==> src/rtl/amp_pwr_ctrl_if.sv <==
// Signal bundle between the power-stream source / gain consumer and amp_pwr_ctrl.
interface amp_pwr_ctrl_if #(
  parameter int GAIN_W = 8
);
  logic [15:0]       pwr_i;
  logic              pwr_valid_i;
  logic [15:0]       target_i;
  logic              enable_i;
  logic [GAIN_W-1:0] gain_o;
  logic              gain_valid_o;
  logic [15:0]       avg_o;
  logic              busy_o;

  modport master (
    output pwr_i, pwr_valid_i, target_i, enable_i,
    input  gain_o, gain_valid_o, avg_o, busy_o
  );

  modport slave (
    input  pwr_i, pwr_valid_i, target_i, enable_i,
    output gain_o, gain_valid_o, avg_o, busy_o
  );
endinterface

==> src/rtl/amp_pwr_ctrl.sv <==
// Windowed-average AGC: steps a saturating gain by one LSB per 2^LOG2_N-sample window.
// Optional deadband around the target is built when AMP_PWR_HYST_EN is defined.
module amp_pwr_ctrl #(
  parameter int LOG2_N    = 4,
  parameter int GAIN_W    = 8,
  parameter int GAIN_INIT = 64,
  parameter int GAIN_MIN  = 1,
  parameter int GAIN_MAX  = 255,
  parameter int HYST      = 256
) (
  input  logic             clk,
  input  logic             rst,
  amp_pwr_ctrl_if.slave    bus
);
  localparam int ACC_W = 16 + LOG2_N;
  localparam logic [LOG2_N-1:0] CNT_LAST = {LOG2_N{1'b1}};
  localparam logic [GAIN_W-1:0] G_INIT = GAIN_W'(GAIN_INIT);
  localparam logic [GAIN_W-1:0] G_MIN  = GAIN_W'(GAIN_MIN);
  localparam logic [GAIN_W-1:0] G_MAX  = GAIN_W'(GAIN_MAX);

  typedef enum logic [1:0] {IDLE, ACCUM, COMPARE, UPDATE} state_t;

  state_t            state, state_nxt;
  logic [ACC_W-1:0]  acc;
  logic [LOG2_N-1:0] cnt;
  logic [15:0]       avg_p0;
  logic              dec_p0, inc_p0;
  logic              dec_p1, inc_p1;
  logic [15:0]       avg_p1;
  logic [GAIN_W-1:0] gain_p2;
  logic              vld_p2;

  function automatic logic [GAIN_W-1:0] gain_step(input logic [GAIN_W-1:0] g,
                                                   input logic dec, input logic inc);
    logic [GAIN_W-1:0] r;
    r = g;
    if (dec)      r = (g <= G_MIN) ? G_MIN : g - 1'b1;
    else if (inc) r = (g >= G_MAX) ? G_MAX : g + 1'b1;
    return r;
  endfunction

  assign avg_p0 = acc[ACC_W-1:LOG2_N];

`ifdef AMP_PWR_HYST_EN
  logic [16:0] hi_thr;
  logic [15:0] lo_thr;

  // Lower threshold floors at zero so a small target can never request more gain.
  always_comb begin
    hi_thr = {1'b0, bus.target_i} + 17'(HYST);
    lo_thr = (bus.target_i >= 16'(HYST)) ? bus.target_i - 16'(HYST) : 16'd0;
    dec_p0 = {1'b0, avg_p0} > hi_thr;
    inc_p0 = avg_p0 < lo_thr;
  end
`else
  localparam int unused_hyst = HYST;

  always_comb begin
    dec_p0 = avg_p0 > bus.target_i;
    inc_p0 = avg_p0 < bus.target_i;
  end
`endif

  always_ff @(posedge clk or negedge rst) begin
    if (!rst) state <= IDLE;
    else      state <= state_nxt;
  end

  always_comb begin
    state_nxt = state;
    case (state)
      IDLE:    if (bus.enable_i) state_nxt = ACCUM;
      ACCUM: begin
        if (!bus.enable_i)                              state_nxt = IDLE;
        else if (bus.pwr_valid_i && (cnt == CNT_LAST))  state_nxt = COMPARE;
      end
      COMPARE: state_nxt = UPDATE;
      UPDATE:  state_nxt = bus.enable_i ? ACCUM : IDLE;
      default: state_nxt = IDLE;
    endcase
  end

  always_ff @(posedge clk or negedge rst) begin
    if (!rst) begin
      acc     <= '0;
      cnt     <= '0;
      avg_p1  <= '0;
      dec_p1  <= 1'b0;
      inc_p1  <= 1'b0;
      gain_p2 <= G_INIT;
      vld_p2  <= 1'b0;
    end else begin
      vld_p2 <= 1'b0;
      case (state)
        IDLE: begin
          acc <= '0;
          cnt <= '0;
        end
        // accumulate stage: samples only count while enabled in ACCUM
        ACCUM: begin
          if (bus.enable_i && bus.pwr_valid_i) begin
            acc <= acc + ACC_W'(bus.pwr_i);
            cnt <= cnt + 1'b1;
          end
        end
        // compare stage -> _p1
        COMPARE: begin
          avg_p1 <= avg_p0;
          dec_p1 <= dec_p0;
          inc_p1 <= inc_p0;
        end
        // update stage -> _p2
        UPDATE: begin
          gain_p2 <= gain_step(gain_p2, dec_p1, inc_p1);
          vld_p2  <= 1'b1;
          acc     <= '0;
        end
        default: ;
      endcase
    end
  end

  assign bus.gain_o       = gain_p2;
  assign bus.gain_valid_o = vld_p2;
  assign bus.avg_o        = avg_p1;
  assign bus.busy_o       = (state != IDLE);
endmodule

==> src/flat_wrapper.sv <==
// flat-port wrapper written by rule: the top's interface ports become plain ports
module amp_pwr_ctrl_flat 
#(
  parameter int LOG2_N    = 4,
  parameter int GAIN_W    = 8,
  parameter int GAIN_INIT = 64,
  parameter int GAIN_MIN  = 1,
  parameter int GAIN_MAX  = 255,
  parameter int HYST      = 256
)
  (clk, rst, bus_pwr_i, bus_pwr_valid_i, bus_target_i, bus_enable_i, bus_gain_o, bus_gain_valid_o, bus_avg_o, bus_busy_o);
  amp_pwr_ctrl_if #(.GAIN_W(GAIN_W)) bus_i ();
  input  logic clk;
  input  logic rst;
  input wire logic [$bits(bus_i.pwr_i)-1:0] bus_pwr_i;
  input wire logic [$bits(bus_i.pwr_valid_i)-1:0] bus_pwr_valid_i;
  input wire logic [$bits(bus_i.target_i)-1:0] bus_target_i;
  input wire logic [$bits(bus_i.enable_i)-1:0] bus_enable_i;
  output wire logic [$bits(bus_i.gain_o)-1:0] bus_gain_o;
  output wire logic [$bits(bus_i.gain_valid_o)-1:0] bus_gain_valid_o;
  output wire logic [$bits(bus_i.avg_o)-1:0] bus_avg_o;
  output wire logic [$bits(bus_i.busy_o)-1:0] bus_busy_o;
  assign bus_i.pwr_i = bus_pwr_i;
  assign bus_i.pwr_valid_i = bus_pwr_valid_i;
  assign bus_i.target_i = bus_target_i;
  assign bus_i.enable_i = bus_enable_i;
  assign bus_gain_o = bus_i.gain_o;
  assign bus_gain_valid_o = bus_i.gain_valid_o;
  assign bus_avg_o = bus_i.avg_o;
  assign bus_busy_o = bus_i.busy_o;
  amp_pwr_ctrl #(.LOG2_N(LOG2_N), .GAIN_W(GAIN_W), .GAIN_INIT(GAIN_INIT), .GAIN_MIN(GAIN_MIN), .GAIN_MAX(GAIN_MAX), .HYST(HYST)) u_core (.clk(clk), .rst(rst), .bus(bus_i));
endmodule
==> config.mk <==
export PLATFORM = sky130hd
export DESIGN_NAME = amp_pwr_ctrl_flat
export DESIGN_NICKNAME = d
export VERILOG_FILES = /design/src/rtl/amp_pwr_ctrl_if.sv /design/src/rtl/amp_pwr_ctrl.sv /design/src/flat_wrapper.sv
export SDC_FILE = /design/constraint.sdc
export NUM_CORES = 1
export LEC_CHECK = 0
export BUFFER_PORTS_ARGS = -buffer_cell sky130_fd_sc_hd__buf_2
export CAP_MARGIN = 20
export CORE_MARGIN = 10
export CORE_UTILIZATION = 55
export CTS_CLUSTER_DIAMETER = 150
export DETAILED_ROUTE_END_ITERATION = 8
export GPL_ROUTABILITY_DRIVEN = 0
export GPL_TIMING_DRIVEN = 0
export PLACE_DENSITY = 0.78
export SLEW_MARGIN = 20
export SYNTH_ARGS = -nofsm -noshare
export SYNTH_HDL_FRONTEND = slang
export SYNTH_SLANG_ARGS = --single-unit
==> constraint.sdc <==
create_clock -name clk -period 3.59 [get_ports clk]
set_input_delay 0.359 -clock clk [delete_from_list [all_inputs] [get_ports clk]]
set_output_delay 0.359 -clock clk [all_outputs]
set_load 0.05 [all_outputs]
# ---- After elaboration in Yosys (flattened, before gate mapping)
# Cells that the tools add are included.
# Widths: inputs -> output; s select.
dict set report op_classes {
  n_addsub 4
  mul 0
  div_mod_pow 0
  n_lt_le_gt_ge 4
  n_eq_ne 7
  shift 0
  n_mux 14
  bitwise_logic 0
  n_reduce_logical 12
}
# cell count
set ops {}
lappend ops {{$pmux 20 s2} 1}
lappend ops {{$mux 8} 4}
lappend ops {{$add 20x16->20} 1}
lappend ops {{$mux 20} 1}
lappend ops {{$gt 16x16->1} 1}
lappend ops {{$lt 16x16->1} 1}
lappend ops {{$add 8x1->8 const B} 1}
lappend ops {{$ge 8x8->1 const B} 1}
lappend ops {{$le 8x1->1 const B} 1}
lappend ops {{$pmux 2 s4} 1}
lappend ops {{$pmux 4 s2} 1}
lappend ops {{$reduce_and 2->1} 4}
lappend ops {{$reduce_bool 2->1} 4}
lappend ops {{$sub 8x1->8 const B} 1}
lappend ops {{$mux 2} 3}
lappend ops {{$add 4x1->4 const B} 1}
lappend ops {{$eq 2x2->1 const B} 2}
lappend ops {{$eq 4x4->1 const B} 1}
lappend ops {{$mux 4} 1}
lappend ops {{$ne 3x2->1 const B} 1}
lappend ops {{$eq 2x1->1 const B} 1}
lappend ops {{$logic_and 1x1->1} 2}
lappend ops {{$logic_not 2->1} 1}
lappend ops {{$mux 1} 2}
lappend ops {{3 further kinds} 3}
dict set report totals {
  reg_bits 53
  latchBits 0
  mem_bits_rw 0
  rom_bits 0
  inputBits 36
  output_inout_bits 26
  word_cells 49
  memories 0
}

# ---- Longest topological paths before layout
# Gate-level depths: netlist (run 1).
dict set report logic_depth {
  ltp_word 5
  ltp_mapped 8
  mapped_depth_nobuf 8
}

# ---- Least setup slack after synthesis (run 1)
# No wires, ideal clock.
dict set report synth_timing {
  path_type {reg2reg}
  from {register u_core.gain_p2[0], in the netlist u_core.bus.gain_o[0]}
  to {register u_core.gain_p2[7], in the netlist u_core.bus.gain_o[7]}
  setup_ns 0.066
  t_arrival_ns 2.175
  t_required_ns 3.524
  setup_slack_ns 1.349
  path_stages_with_launch 8
  path_buffers 0
  synth_period_minus_slack_ns 2.241
  cell_sequence {dfrtp_1 -> inv_1 -> ha_1 -> o21ai_1 -> o31ai_4 -> or4_1 -> o21ai_0 -> a22o_1}
}
dict set report synth_between {
  elab_chain_len 4
  elab_cells_between_ends 8
  cone_classes {add/sub (2); order compare (2); mux (4)}
}
# item line_no
set synth_lines {}
lappend synth_lines {{start, declared} amp_pwr_ctrl.sv:30} ;# logic [GAIN_W-1:0] gain_p2;
lappend synth_lines {{start signal, assigned} amp_pwr_ctrl.sv:114} ;# gain_p2 <= gain_step(gain_p2, dec_p1, inc_p1);
lappend synth_lines {{$add 8x1->8 / $ge 8x8->1 (equally long branches)} amp_pwr_ctrl.sv:38} ;# else if (inc) r = (g >= G_MAX) ? G_MAX : g + 1'b1;
lappend synth_lines {{$mux 8 (2 in a row)} amp_pwr_ctrl.sv:38}
lappend synth_lines {{$mux 8 *} amp_pwr_ctrl.sv:37} ;# if (dec) r = (g <= G_MIN) ? G_MIN : g - 1'b1;
# Every way passes the cells marked *; elsewhere a longest branch is shown, timed or not. The select of a mux whose other input is x is not followed.
# A chain may end at the register's enable or synchronous reset.

# ---- Worst setup path in the final report (run 1)
dict set report layout_timing {
  from {register u_core.state[0]}
  to {register u_core.acc[2]}
}
dict set report layout_between {
  elab_chain_len 4
  elab_cells_between_ends 8
  cone_classes {eq/ne (3); mux (1); reduce/logical (4)}
}
# item line_no
set layout_lines {}
lappend layout_lines {{start, declared} amp_pwr_ctrl.sv:23} ;# state_t state, state_nxt;
lappend layout_lines {{start signal, assigned} amp_pwr_ctrl.sv:66} ;# else state <= state_nxt;
lappend layout_lines {{$eq 2x2->1 / $logic_not 2->1 (equally long branches)} amp_pwr_ctrl.sv:94} ;# case (state)
lappend layout_lines {{$reduce_or 2->1 (no source line)} --}
lappend layout_lines {{$reduce_bool 2->1 (no source line)} --}
lappend layout_lines {{$reduce_and 2->1 (no source line)} --}
lappend layout_lines {{end signal, assigned} amp_pwr_ctrl.sv:102} ;# acc <= acc + ACC_W'(bus.pwr_i);
lappend layout_lines {{end, declared} amp_pwr_ctrl.sv:24} ;# logic [ACC_W-1:0] acc;
# Several ways; a longest one is shown, not always the timed one.

==> results by group, run 1 <==
Outcome
  • Run status: complete, no violations

Clock tree
  • CTS clock-pin slew for the worst setup and hold paths: roughly 0.11 ns
  • Clock insertion delay at the later pin of the skew report: between 0.3 and 0.4 ns
  • Setup repair bufs after CTS: 0
  • CTS sink cnt: between 50 and 60
  • Number of H-tree levels: 2
  • CTS tree: done
  • Post-CTS Hold Buffers: 0
  • Root Buffer Master: sky130_fd_sc_hd__clkbuf_8
  • Num CTS Buffers: 5
  • Clock Tree Buf Depth: 2
  • Number of gates resized after cts: 0

Global routing
  • Total congestion overflow: 0
  • Maximum number of pins on one net before global-route repair: 54
  • Via count of the first global-routing pass: about 3300
  • Global-route wire length before repair: approximately 16000 um
  • Overall fraction of global-route tracks in use: 0.186
  • Number of antenna violations at the first check in global routing: 0

STA
  • Min cycle time layout: 2.65 ns
  • Share of the cycle needed by the critical path after routing: 0.738
  • Slew Limit Headroom: 0.552
  • Post-Route Setup TNS: 0 ns
  • Setup slack of the critical path after layout: around 0.94 ns
  • RSZ-0062 raised after global routing: no
  • Pins over their slew limit: 0
  • Min Hold Slack: 0.0641 ns
  • Number of setup violations in the final report: 0
  • Maximum operating frequency: ~0.38 GHz
  • Count of endpoints failing hold in the final timing report: 0
  • Worst-Margin Slew: 0.673 ns
  • Fin Clk Skew: ~0.012 ns

Synthesis
  • Top cell type by total area after synthesis: sky130_fd_sc_hd__dfrtp_1
  • Multiplexer fraction of the synthesized cell area: 0.0586
  • Async set-reset flop share out of synthesis: 1.00
  • Top cell type's share of synthesized area: 0.344
  • Synthesis Warnings: 0
  • Cell with the most instances after synthesis: sky130_fd_sc_hd__dfrtp_1
  • Xor/xnor share of the synthesized area: 0.0278
  • Synthesized-area fraction occupied by and/or/nand/nor cells: 0.137
  • Area share of fa/ha/maj cells after synthesis: 0.138
  • Gate Count Post-Synth: 407
  • Dominant combinational cell family by area after synthesis: compound AO/OA/AOI/OAI gates
  • Mean post-synth cell area: 9.28 um2
  • Yosys reg bits: 53
  • Most frequent cells after synthesis: 52 x sky130_fd_sc_hd__dfrtp_1, 40 x sky130_fd_sc_hd__ha_1, 37 x sky130_fd_sc_hd__nand2_1
  • Top FF cell, synth: sky130_fd_sc_hd__dfrtp_1
  • Post-Syn Area: ~3800 um2
  • Synth area leaders: sky130_fd_sc_hd__dfrtp_1 34%, sky130_fd_sc_hd__ha_1 13%, sky130_fd_sc_hd__mux2_2 5.1%
  • Complex-gate fraction of the synthesized area: 0.240
  • Share of synthesized area occupied by flip-flops and latches: 0.351
  • Unique cell type count in the Yosys netlist: 63
  • Count of flip-flops with a built-in enable after synthesis: 0
  • Net count of the mapped netlist: 484

Worst setup path
  • Flop2flop setup slack: 0.94 ns
  • CP Capture Type: flip-flop
  • Launch instance of the worst register-to-register path: u_core.state[0]
  • Critical path class: flip-flop to flip-flop
  • FF-to-FF End: u_core.acc[2]
  • Largest fanout of any net on the critical path: 10
  • Category of the worst setup path launch point: flip-flop
  • Worst path required time: between 3 and 4 ns
  • Number of cells traversed by the worst register-to-register path: 8
  • Crit path DAT: about 2.9 ns

Route
  • DR DRC count: 0
  • Routed wire length on met3: around 430 um
  • Routed length on met1: about 4300 um
  • Total met2 wirelength after detailed routing: roughly 4600 um
  • WL final: ~9500 um
  • Count of nets left with antenna violations after detail routing: 0
  • Drt wl/cell: 17.1 um
  • Number of vias in the routed layout: between 3000 and 4000
  • Average vias per placed instance: around 6.1
  • Top Metal Used: met4
  • First DRT Iteration DRCs: 140
  • Number of detailed-route iterations in the first pass: 4

Min path
  • Tightest Hold Check Type: primary input to async pin

Place
  • Post-detailed-placement half-perimeter wirelength: ~7400 um
  • Total placed cells including tap cells: 547
  • Placed instance area: roughly 4200 um2
  • Buffers added on ports: 60
  • Worst setup slack after placement: 0.989 ns

Die
  • Site Rows: 30
  • Floorplan Core Area: about 6700 um2
  • Boundary Pins: 62
  • Initial Util: 0.562
  • Die width: between 100 and 150 um
  • Chip height: between 100 and 150 um
  • Die Outline Area: roughly 11000 um2

Finish
  • Fillers: 567
  • Synthesis-to-layout area growth: 14.3%
  • Fraction of layout cells with a size suffix above 1: 0.208
  • Post-layout instance count excluding filler cells: roughly 560
  • Layout Cell Area excl Fill: between 4000 and 5000 um2
  • Number of diodes added for antenna fixing: 0
  • Final net count: between 500 and 600

Power and ir drop
  • Power density normalized to cell area: about 850 nW/um2
  • Maximum vdd ir drop: 286 uV
  • Leak pwr: about 2.2 nW

Job
  • Count of max-cap constraint violations: 0
layer usage:
layer  global-route usage  up-vias
met5                    0        -
met4               0.0578        0
met3               0.0355       14
met2                0.317       92
met1                0.233     1629
li1                     -     1630
sequential cells by signal (all words and copies together), names as in the netlist, named ones only:
signal and count:
u_core.acc 20, u_core.bus.avg_o 16, u_core.bus.gain_o 8, u_core.bus.gain_valid_o 1
u_core.cnt 4, u_core.dec_p1 1, u_core.inc_p1 1, u_core.state 1
kinds of logic (layout without fill, tap and decap cells):
kind of cell / after synthesis / in the layout
AO/OA/AOI/OAI: 132 / 132
XOR/XNOR: 12 / 12
adder cells (fa/ha/maj): 41 / 41
buffers and inverters: 43 / 111
flip-flops: 53 / 53
multiplexers: 20 / 20
AND/OR/NAND/NOR: 106 / 106
power breakdown:
group          total (mW)  leakage (nW)  internal, mW  switching [mW]
Clock               0.497        0.0687         0.281           0.216
Combinational        2.11          1.40         0.722            1.39
Sequential           1.04         0.683         0.821           0.221
Total                3.65          2.15          1.82            1.83
critical path, stage by stage (launching register included):
cell                       delay [ns]
sky130_fd_sc_hd__dfrtp_1         0.47
sky130_fd_sc_hd__inv_1           0.13
sky130_fd_sc_hd__ha_1            0.30
sky130_fd_sc_hd__clkbuf_1        0.23
sky130_fd_sc_hd__inv_1           0.23
sky130_fd_sc_hd__a21boi_1        0.48
sky130_fd_sc_hd__clkbuf_1        0.49
sky130_fd_sc_hd__nand2_1         0.12
sky130_fd_sc_hd__o31ai_1         0.10
cell type report:
cell class / count / area [um2] / area share
Clock buffer: 5 / 68.8 / 0.0159
Tap cell: 80 / 100 / 0.0232
Multi-Input combinational cell: 311 / 2270 / 0.526
Sequential cell: 53 / 1330 / 0.307
Buffer: 12 / 61.3 / 0.0142
Timing Repair Buffer: 60 / 303 / 0.0701
Clock inverter: 3 / 68.8 / 0.0159
Inverter: 31 / 116 / 0.0269
through the flow:
stage          utilization  power, mW
6_report             0.643       3.65
5_1_grt              0.643       3.95
4_1_cts              0.643       3.65
3_5_place_dp         0.622       3.15
3_3_place_gp         0.622       3.08
2_1_floorplan            -       2.61
worst max-delay path by stage:
stage	depth (start not counted)	from	slack, ns	endpoint
finish	8	u_core.state[0]	0.94	u_core.acc[2]
global route	8	u_core.state[0]	0.72	u_core.acc[13]
CTS	8	u_core.state[0]	0.94	u_core.acc[2]
detailed placement	8	u_core.state[0]	0.99	u_core.acc[2]
global placement	9	bus_pwr_i[0]	1.06	u_core.acc[16]
floorplan	7	u_core.bus.gain_o[0]	1.35	u_core.bus.gain_o[7]
placed cells by master (no fill, tap or decap), types with 3 or more instances in the layout:
master	count
sky130_fd_sc_hd__a211oi_1	5
sky130_fd_sc_hd__a21o_1	15
sky130_fd_sc_hd__a21oi_1	19
sky130_fd_sc_hd__a22o_1	4
sky130_fd_sc_hd__a31oi_1	5
sky130_fd_sc_hd__and3_1	7
sky130_fd_sc_hd__buf_2	60
sky130_fd_sc_hd__clkbuf_1	9
sky130_fd_sc_hd__clkbuf_8	5
sky130_fd_sc_hd__dfrtp_1	52
sky130_fd_sc_hd__ha_1	40
sky130_fd_sc_hd__inv_1	31
sky130_fd_sc_hd__mux2_2	17
sky130_fd_sc_hd__mux2i_1	3
sky130_fd_sc_hd__nand2_1	37
sky130_fd_sc_hd__nand3_1	14
sky130_fd_sc_hd__nand4_1	8
sky130_fd_sc_hd__nor2_1	17
sky130_fd_sc_hd__nor3_1	5
sky130_fd_sc_hd__o211ai_1	4
sky130_fd_sc_hd__o21a_1	9
sky130_fd_sc_hd__o21ai_0	36
sky130_fd_sc_hd__o31ai_1	8
sky130_fd_sc_hd__or3_1	3
sky130_fd_sc_hd__xnor2_1	8
sky130_fd_sc_hd__xor2_1	4
Note: power is estimated with default switching activity, not from simulation.
==> run 2, diff against run 1 <==
==> constraint.sdc (replaced) <==
create_clock -name clk -period 2.5 [get_ports clk]
set_input_delay 0.25 -clock clk [delete_from_list [all_inputs] [get_ports clk]]
set_output_delay 0.25 -clock clk [all_outputs]
set_load 0.05 [all_outputs]
==> run 2 against run 1 <==
Worst setup slack got worse by 0.75 ns. Combinational power rose by 46%. Sequential share of layout area fell by 0.27 points. Critical path type unchanged. Total power grew 45%. Design area grew 0.90%. Flip-flop and latch count did not move. Highest routed layer unchanged.
==> results by group, run 2 (synthesis results as in run 1) <==
Outcome
  • Run status: complete, no violations

Finish
  • Synthesis-to-layout area growth: 15.3%
  • Register containing the most flip-flops in the final layout: u_core.acc
  • Number of diodes added for antenna fixing: 0 (unchanged)
  • Max FFs per register: 20 (unchanged)
  • Final net count: 552 (+0.18%)
  • Post-layout instance count excluding filler cells: 556 (+0.18%)
  • Layout Cell Area excl Fill: 4360 um2 (+0.90%)
  • Most common library cell in the layout ignoring fill and taps: sky130_fd_sc_hd__buf_2
  • Fraction of layout cells with a size suffix above 1: 0.223 (+0.0143)
  • Most frequent cells in the layout: 60 x sky130_fd_sc_hd__buf_2, 52 x sky130_fd_sc_hd__dfrtp_1, 40 x sky130_fd_sc_hd__ha_1

Die
  • Die width: 103 um (unchanged)
  • Initial Util: 0.562 (unchanged)
  • Floorplan Core Area: 6720 um2 (unchanged)
  • Site Rows: 30 (unchanged)
  • Chip height: 103 um (unchanged)
  • Boundary Pins: 62 (unchanged)
  • Die Outline Area: 10600 um2 (unchanged)

STA
  • Pins over their slew limit: 0 (unchanged)
  • Min cycle time layout: 2.31 ns (-0.341 ns)
  • Setup slack of the critical path after layout: 0.193 ns (-0.749 ns)
  • Fin Clk Skew: 0.00873 ns (-0.00326 ns)
  • Maximum operating frequency: 0.433 GHz (+15%)
  • Worst-Margin Slew: 0.671 ns (-0.00220 ns)
  • Share of the cycle needed by the critical path after routing: 0.923 (+0.185)
  • Post-Route Setup TNS: 0 ns (unchanged)
  • Number of setup violations in the final report: 0 (unchanged)
  • Slew Limit Headroom: 0.553 (+0.00147)
  • RSZ-0062 raised after global routing: no
  • Count of endpoints failing hold in the final timing report: 0 (unchanged)

Job
  • Count of max-cap constraint violations: 0 (unchanged)

Power and ir drop
  • Leak pwr: 2.17 nW (+0.95%)
  • Combinational fraction of design power: 0.583 (+0.004)
  • Sw Ratio: 0.500 (-0.000892)
  • Cell-internal power: 2.65 mW (+45%)
  • Proportion of power drawn by flip-flops and latches: 0.283 (-0.002)
  • Maximum vdd ir drop: 412 uV (+44%)
  • Power density normalized to cell area: 1220 nW/um2 (+44%)
  • Final total power: 5.29 mW (+45%)
  • Switching power: 2.64 mW (+45%)
  • Part of the power in the clock network: 0.134 (-0.002)

Worst setup path
  • Crit path DAT: 2.56 ns (-0.31 ns)
  • Longest individual stage delay on the worst path: 0.40 ns (-0.09 ns)
  • Worst path required time: 2.75 ns (-1.06 ns)
  • Number of cells traversed by the worst register-to-register path: 8 (unchanged)
  • Category of the worst setup path launch point: flip-flop
  • Launch instance of the worst register-to-register path: u_core.acc[0]
  • Startpoint of the most critical setup path: u_core.acc[0]
  • Most frequent cell on the critical path: sky130_fd_sc_hd__nand4_1
  • Critical path class: flip-flop to flip-flop
  • CP Capture Type: flip-flop
  • Master of the slowest instance on the critical path: sky130_fd_sc_hd__dfrtp_1
  • Cell-by-cell trace of the critical path: ha_1, fa_2, a211oi_2, o21ai_2, nand4_1, nand4_1, or2_2, a31oi_1
  • Largest fanout of any net on the critical path: 4 (-6)

Clock tree
  • Clock Tree Buf Depth: 2 (unchanged)
  • Clock insertion delay at the later pin of the skew report: 0.32 ns (about the same)
  • CTS clock-pin slew for the worst setup and hold paths: 0.10 ns (about the same)
  • Num CTS Buffers: 5 (unchanged)
  • Number of H-tree levels: 2 (unchanged)
  • Root Buffer Master: sky130_fd_sc_hd__clkbuf_8
  • CTS tree: done
  • CTS sink cnt: 53 (unchanged)

Global routing
  • Number of antenna violations at the first check in global routing: 0 (unchanged)
  • Via count of the first global-routing pass: 3350 (+0.090%)
  • Total congestion overflow: 0 (unchanged)
  • Global-route wire length before repair: 15900 um (about the same)
  • Overall fraction of global-route tracks in use: 0.186 (about the same)
  • Maximum number of pins on one net before global-route repair: 54 (unchanged)

Route
  • DR DRC count: 0 (unchanged)
  • First DRT Iteration DRCs: 146 (+4.3%)
  • Number of detailed-route iterations in the first pass: 4 (unchanged)
  • WL final: 9500 um (about the same)
  • Average vias per placed instance: 6.05 (-0.18%)
  • Count of nets left with antenna violations after detail routing: 0 (unchanged)
  • Number of vias in the routed layout: 3365 (unchanged)
  • Drt wl/cell: 17.1 um (-0.11%)

Min path
  • Startpoint of the tightest hold check path: bus_pwr_i[0]
  • Tightest Hold Check Type: primary input to flip-flop
  • Hold-critical path depth: 4

Place
  • Buffers added on ports: 60 (unchanged)
  • Total placed cells including tap cells: 547 (unchanged)
  • Worst setup slack after placement: -0.101 ns (-1.09 ns)
  • Post-detailed-placement half-perimeter wirelength: 7360 um (unchanged)
  • Placed instance area: 4180 um2 (unchanged)
==> run 2: cell count changes in the layout (fill, tap and decap cells not counted) <==
cell,delta
sky130_fd_sc_hd__clkbuf_1,-2
sky130_fd_sc_hd__o21ai_0,-2
sky130_fd_sc_hd__a21boi_1,-1
sky130_fd_sc_hd__a211oi_2,+1
sky130_fd_sc_hd__o21ai_2,+2
sky130_fd_sc_hd__fa_1,-1
sky130_fd_sc_hd__clkbuf_2,+2
sky130_fd_sc_hd__a211oi_1,-1
sky130_fd_sc_hd__fa_2,+1
sky130_fd_sc_hd__a21boi_4,+1
sky130_fd_sc_hd__dlygate4sd3_1,+1
==> run 2: routing by layer <==
layer  up-vias  track usage  routed length, um
met3        14       0.0355                550
met4         0       0.0578                141
met5         -            0                  0
met2       118        0.317               4680
li1       1632            -                  -
met1      1601        0.233               4130
==> run 2: power groups by stage <==
| stage | Clock, mW | Combinational [mW] | Sequential (mW) |
|---|---|---|---|
| after floorplan | 0 | 1.80 | 1.95 |
| after global placement | 0 | 2.93 | 1.49 |
| after detailed placement | 0 | 3.02 | 1.51 |
| after CTS | 0.720 | 3.04 | 1.49 |
| after global routing | 0.761 | 3.41 | 1.55 |
| final | 0.711 | 3.09 | 1.50 |
==> run 2: per-stage QoR <==
step,util,hold WS (ns)
finish,0.648,0.271
global route,0.648,0.301
CTS,0.645,0.271
detailed placement,0.622,0.337
global placement,0.622,0.456
floorplan,-,-0.0456
==> run 2: final timing paths <==
| kind | slack, ns | endpoint |
|---|---|---|
| setup / recovery | 0.19 | u_core.acc[16] |
| hold / removal | 0.27 | u_core.acc[0] |
| setup reg to reg | 0.19 | u_core.acc[16] |
| hold reg to reg | 0.48 | u_core.acc[0] |
| max in group asynchronous | 1.55 | u_core.acc[15] |
| min in group asynchronous | 0.50 | u_core.bus.gain_o[4] |
==> run 2: area by class of cell <==
cell class                      count  area, um2
Inverter                           31        116
Buffer                             12       63.8
Timing Repair Buffer               61        313
Multi-Input combinational cell    311       2300
Fill cell                         563       2360
Clock buffer                        5       68.8
Clock inverter                      3       68.8
Tap cell                           80        100
Sequential cell                    53       1330
==> run 2: critical path: cells and delay by family (launching register included) <==
kind	cells	cell delay, ns
AND/OR/NAND/NOR	3	0.61
adder cells (fa/ha/maj)	2	0.61
AO/OA/AOI/OAI	3	0.61
flip-flops	1	0.40
==> run 2: repair_timing <==
item,CTS,global route
setup buffers,0,0
setup endpoints to repair,18,19
resized for setup,3,7
pin swaps,0,1
hold endpoints to repair,51,0
hold buffers,1,0
